$ cat src/rtl/pipe_skid.sv
// pipe_skid: registered valid/ready pipeline stage with a one-entry skid buffer.
// Feeds the W_DATA-wide input of pipe_pal. o_valid, o_ready and o_data all
// come straight from flops, so no combinational path crosses the stage in
// either direction. It still sustains one transfer per cycle.
//
// Ports:
//   i_clk        clock, rising edge
//   i_rst        synchronous active-high reset
//   i_valid      upstream valid
//   o_ready      stage can accept (registered)
//   i_data       upstream payload [W_DATA]
//   o_valid      downstream valid (registered)
//   i_ready      downstream can accept
//   o_data       downstream payload [W_DATA] (registered)
//   o_xfer_count output handshake count [W_CNT]; only with PIPE_SKID_STATS_EN
//
// Optional feature macro: PIPE_SKID_STATS_EN (adds o_xfer_count and its counter).
module pipe_skid #(
  parameter int W_DATA = 32,
  parameter int W_CNT  = 16
) (
  input  logic              i_clk,
  input  logic              i_rst,
  input  logic              i_valid,
  output logic              o_ready,
  input  logic [W_DATA-1:0] i_data,
  output logic              o_valid,
  input  logic              i_ready,
  output logic [W_DATA-1:0] o_data
`ifdef PIPE_SKID_STATS_EN
  ,
  output logic [W_CNT-1:0]  o_xfer_count
`endif
);

  if (W_DATA < 1 || W_CNT < 1) begin : g_bad_param
    $error("pipe_skid: W_DATA and W_CNT must be at least 1");
  end

  typedef enum logic [1:0] {
    EMPTY = 2'd0,
    BUSY  = 2'd1,
    FULL  = 2'd2
  } state_t;

  state_t            state_q, state_d;
  logic [W_DATA-1:0] skid_q;
  logic              acc_in, acc_out;
  logic              load_out_in;   // OUT <= i_data
  logic              load_out_skid; // OUT <= SKID
  logic              load_skid;     // SKID <= i_data

  // Handshakes use the registered outputs, so i_ready never reaches o_ready.
  assign acc_in  = i_valid && o_ready;
  assign acc_out = o_valid && i_ready;

  always_ff @(posedge i_clk) begin
    if (i_rst) state_q <= EMPTY;
    else       state_q <= state_d;
  end

  always_comb begin
    state_d       = state_q;
    load_out_in   = 1'b0;
    load_out_skid = 1'b0;
    load_skid     = 1'b0;
    case (state_q)
      EMPTY: begin
        if (acc_in) begin
          load_out_in = 1'b1;
          state_d     = BUSY;
        end
      end
      BUSY: begin
        case ({acc_in, acc_out})
          2'b11: load_out_in = 1'b1;
          2'b10: begin
            load_skid = 1'b1;
            state_d   = FULL;
          end
          2'b01: state_d = EMPTY;
          default: ;
        endcase
      end
      FULL: begin
        // o_ready is low here, so i_valid cannot be accepted.
        if (acc_out) begin
          load_out_skid = 1'b1;
          state_d       = BUSY;
        end
      end
      default: state_d = EMPTY;
    endcase
  end

  // Output flags are decoded from the next state and registered, keeping
  // them glitch-free and one flop away from every input. o_ready stays low
  // for the reset cycle itself and rises on the first edge after release.
  always_ff @(posedge i_clk) begin
    if (i_rst) begin
      o_valid <= 1'b0;
      o_ready <= 1'b0;
      o_data  <= '0;
      skid_q  <= '0;
    end else begin
      o_valid <= (state_d != EMPTY);
      o_ready <= (state_d != FULL);
      if (load_out_in)        o_data <= i_data;
      else if (load_out_skid) o_data <= skid_q;
      // SKID only ever captures an accepted word, so it never carries X.
      if (load_skid) skid_q <= i_data;
    end
  end

`ifdef PIPE_SKID_STATS_EN
  // Counts output handshakes; wraps silently.
  always_ff @(posedge i_clk) begin
    if (i_rst)        o_xfer_count <= '0;
    else if (acc_out) o_xfer_count <= o_xfer_count + 1'b1;
  end
`endif

endmodule

$ cat config.mk
export PLATFORM = sky130hd
export DESIGN_NAME = pipe_skid
export DESIGN_NICKNAME = d
export VERILOG_FILES = /design/src/rtl/pipe_skid.sv
export SDC_FILE = /design/constraint.sdc
export NUM_CORES = 1
export LEC_CHECK = 0
export ABC_AREA = 1
export CAP_MARGIN = 5
export CORE_ASPECT_RATIO = 0.6
export CORE_UTILIZATION = 52
export CTS_BUF_LIST = sky130_fd_sc_hd__clkbuf_2
export CTS_CLUSTER_SIZE = 25
export DETAILED_ROUTE_END_ITERATION = 12
export PLACE_DENSITY = 0.83
export SYNTH_ARGS = -nofsm -noshare
export SYNTH_HDL_FRONTEND = slang
export SYNTH_SLANG_ARGS = --single-unit
export TNS_END_PERCENT = 10
$ cat constraint.sdc
create_clock -name i_clk -period 1.55 [get_ports i_clk]
set_input_delay 0.3875 -clock i_clk [delete_from_list [all_inputs] [get_ports i_clk]]
set_output_delay 0.3875 -clock i_clk [all_outputs]
set_load 0.02 [all_outputs]
==> flow_metrics.py <==
metrics = {
    "routing": {
        "via_count": 3075,
        "ant_nets": 0,
        "viasPerCell": 5.433,
        "drt_first_iter_violations": 189,
        "first_pass_iters": 5,
        "wl_um": 7798,
        "drc": 0,
        "wl_per_cell_um": 13.78,
    },
    "cts": {
        "cts_hold_buf": 0,
        "path_clk_slew_ns": 0.19,
        "numCtsBuffers": 9,
        "cts-root-buf": "clkbuf_2",
        "cts_tree": "yes",
        "insertion_delay_ns": 0.48,
        "htreeDepth": 3,
        "clock-sinks": 68,
        "cts_buffer_depth": 2,
    },
    "hold_path": {
        "hp-start": "o_data[23]",
        "min_to": "o_data[23]",
        "hold_path_class": "reg2reg",
        "holdPathStages": 2,
    },
    "layout": {
        "finish.utilization_pct": 70.46,
        "fin_nets": 517,
        "synthToLayoutAreaGrowth_pct": 30.11,
        "fillerInstances": 485,
        "stdcell_area_sq_um": 3925,
        "antenna_cells": 0,
        "instances_no_fill": 566,
        "drive_gt1_share_pct": 21.19,
    },
    "placement": {
        "numPlacedInstances": 550,
        "numPortBuffers": 69,
        "gp_congestion": 0.8276,
        "hpwlAfterDp_um": 5262,
        "place_area_sq_um": 3894,
    },
    "critical_path": {
        "slowest_stage": "dfxtp_2",
        "reg2reg_from": "state_q[1]",
        "r2r_slack_ns": 0.18,
        "critPathTopFamily": "flip-flops",
        "path_buf_inv": 1,
        "r2r-end": "o_data[1]",
        "path_class": "reg2out",
        "crit_arrival_ns": 1.11,
        "startpoint_type": "register",
        "endpoint_kind": "primary output",
        "max_stage_delay_ns": 0.37,
        "crit_chain": "clkdlybuf4s15_2",
        "worstPathMaxFanout": 2,
        "required_ns": 1.16,
        "rr_worst_depth": 7,
    },
    "global_route": {
        "grt_overflow": 0,
        "antenna_found_initial": 0,
        "grt_max_degree": 36,
        "grt_pass1_vias": 2686,
        "grt.total_usage_pct": 26.32,
        "grt_pass1_wl_um": 12370,
    },
    "yosys": {
        "avgSynthCellArea_sq_um": 7.287,
        "ys.warnings.count": 0,
        "postSynthNetCount": 450,
        "netlist_instances": 414,
        "synth-seq-cells": 68,
        "seq_area_frac_synth_pct": 45.13,
        "yosysUniqueCellTypes": 19,
        "syn-cell-area_sq_um": 3017,
    },
    "sta": {
        "worst_pin_slew_ns": 0.3355,
        "hold_viol_final": 0,
        "setup_viol": 0,
        "hold_ws_ns": 0.4896,
        "drv_slew": 0,
        "skew_ns": 0.02436,
        "fmaxAchievable_mhz": 667.9,
        "timing.final.crit_share_pct": 96.60,
        "slew_headroom_pct": 77.63,
        "fin_crit_ns": 1.497,
        "rsz0062_at_grt": "true",
    },
    "pwr": {
        "power_frac_comb_pct": 21.3,
        "seqPwrFrac_pct": 52.1,
        "clockPowerShare_pct": 26.6,
        "cellLeakagePower_nw": 1.637,
        "netSwitchingFraction_pct": 29.99,
        "power.density_nw_per_um2": 944.6,
        "power.switching_mw": 1.112,
        "internal_power_mw": 2.596,
        "ir_drop_mv": 0.6076,
    },
    "die": {
        "rows": 21,
        "core_sq_um": 5570,
        "start_util_pct": 54.16,
        "io_pins": 70,
        "die_width_um": 100.3,
        "die_height_um": 61.00,
        "dieArea_sq_um": 6120,
    },
    "run": {
        "cap_violations": 0,
    },
    "outcome": {
        "status": "completed",
    },
}
kinds of logic (layout without fill, tap and decap cells):
| kind of cell | after synthesis | count (layout) | share of synthesized area [%] |
|---|---|---|---|
| simple gates | 240 | 240 | 37.45 |
| compound gates | 66 | 66 | 10.99 |
| buf+inv | 40 | 112 | 6.429 |
| flops | 68 | 68 | 45.13 |
registers in the layout (all words and copies together) (netlist names):
register / cells
o_valid: 1
skid_q: 32
o_data: 32
state_q: 2
o_ready: 1
how the worst max path moves through the flow:
stage / from / endpoint / slack, ns / cells past startpoint
final: o_data[0] / o_data[0] / 0.05 / 1
after global routing: o_data[0] / o_data[0] / -0.02 / 1
after CTS: o_data[7] / o_data[7] / -0.01 / 1
after detailed placement: i_valid / skid_q[20] / -0.37 / 7
after global placement: i_valid / skid_q[20] / -0.27 / 7
after floorplan: o_ready / skid_q[10] / 0.19 / 6
worst min-delay path, delay by kind of cell (launching register included):
family           cells  cell delay [ns]
flip-flops           1             0.36
AO/OA/AOI/OAI        1             0.06
AND/OR/NAND/NOR      1             0.07
cell usage in the layout (no fill, tap or decap), types with 2 or more instances in the layout:
| master | count |
|---|---|
| dfxtp_2 | 23 |
| inv_2 | 2 |
| nand2_2 | 2 |
| clkdlybuf4s50_1 | 35 |
| clkinv_2 | 3 |
| dfxtp_1 | 45 |
| o21ai_1 | 21 |
| nor2_1 | 65 |
| inv_1 | 3 |
| clkbuf_2 | 21 |
| buf_2 | 14 |
| o21ai_0 | 12 |
| clkdlybuf4s15_2 | 10 |
| nand2_1 | 73 |
| nand3_1 | 64 |
| buf_4 | 13 |
| nand3b_1 | 32 |
| a21oi_1 | 32 |
| nor2_4 | 2 |
| buf_12 | 8 |
synth_stat cells (all sizes together):
cell type,n,area [sq um]
buf,23,130.1
or2,1,6.260
nand2,75,286.5
nor2,67,266.5
a31oi,1,6.260
a21oi,32,160.2
o21ai,33,165.2
clkbuf,11,41.29
nand3b,32,240.2
nand3,65,330.3
dfxtp,68,1361
inv,6,22.52
area by class of cell:
cell class / instances / area [sq um] / share of cell area (%)
clock buffer: 11 / 55.05 / 1.403
clock inverter: 5 / 52.55 / 1.339
inverter: 6 / 25.02 / 0.6376
multi-input combinational: 306 / 1461 / 37.23
sequential: 68 / 1390 / 35.42
tap: 80 / 100.1 / 2.550
timing repair buffer: 90 / 840.8 / 21.42
repair_timing:
| item | in CTS | in global routing |
|---|---|---|
| resized for setup | 92 | 49 |
| endpoints found under the setup margin | 34 | 61 |
| endpoints found under the hold margin | 0 | 0 |
| buffers inserted | 0 | 0 |
layer usage:
layer  track usage, %  share of wire, %  wire, um  up-vias
met1            34.54                44      3442     1419
met4            7.660              0.77        60        0
met2            43.35                47      3694      129
met3            7.258               7.7       600        9
li1                 -                 -         -     1518
met5                0                 0         0        -
power by group through the flow:
stage	logic, mW	clock network [mW]	registers [mW]
2_1_floorplan	0.362	0	2.04
3_5_place_dp	0.839	0	1.96
6_report	0.789	0.988	1.93
3_3_place_gp	0.823	0	1.95
5_1_grt	0.861	1.08	1.95
4_1_cts	0.817	0.999	1.92
per-stage QoR:
stage                TNS, ns  power [mW]  setup WS [ns]
detailed placement    -20.85       2.798        -0.3686
CTS                 -0.01349       3.739       -0.01349
finish                     0       3.708        0.05277
global placement      -14.99       2.777        -0.2671
global route        -0.01806       3.883       -0.01806
floorplan                  0       2.406         0.1891
Power figures use the tool's default switching activity.
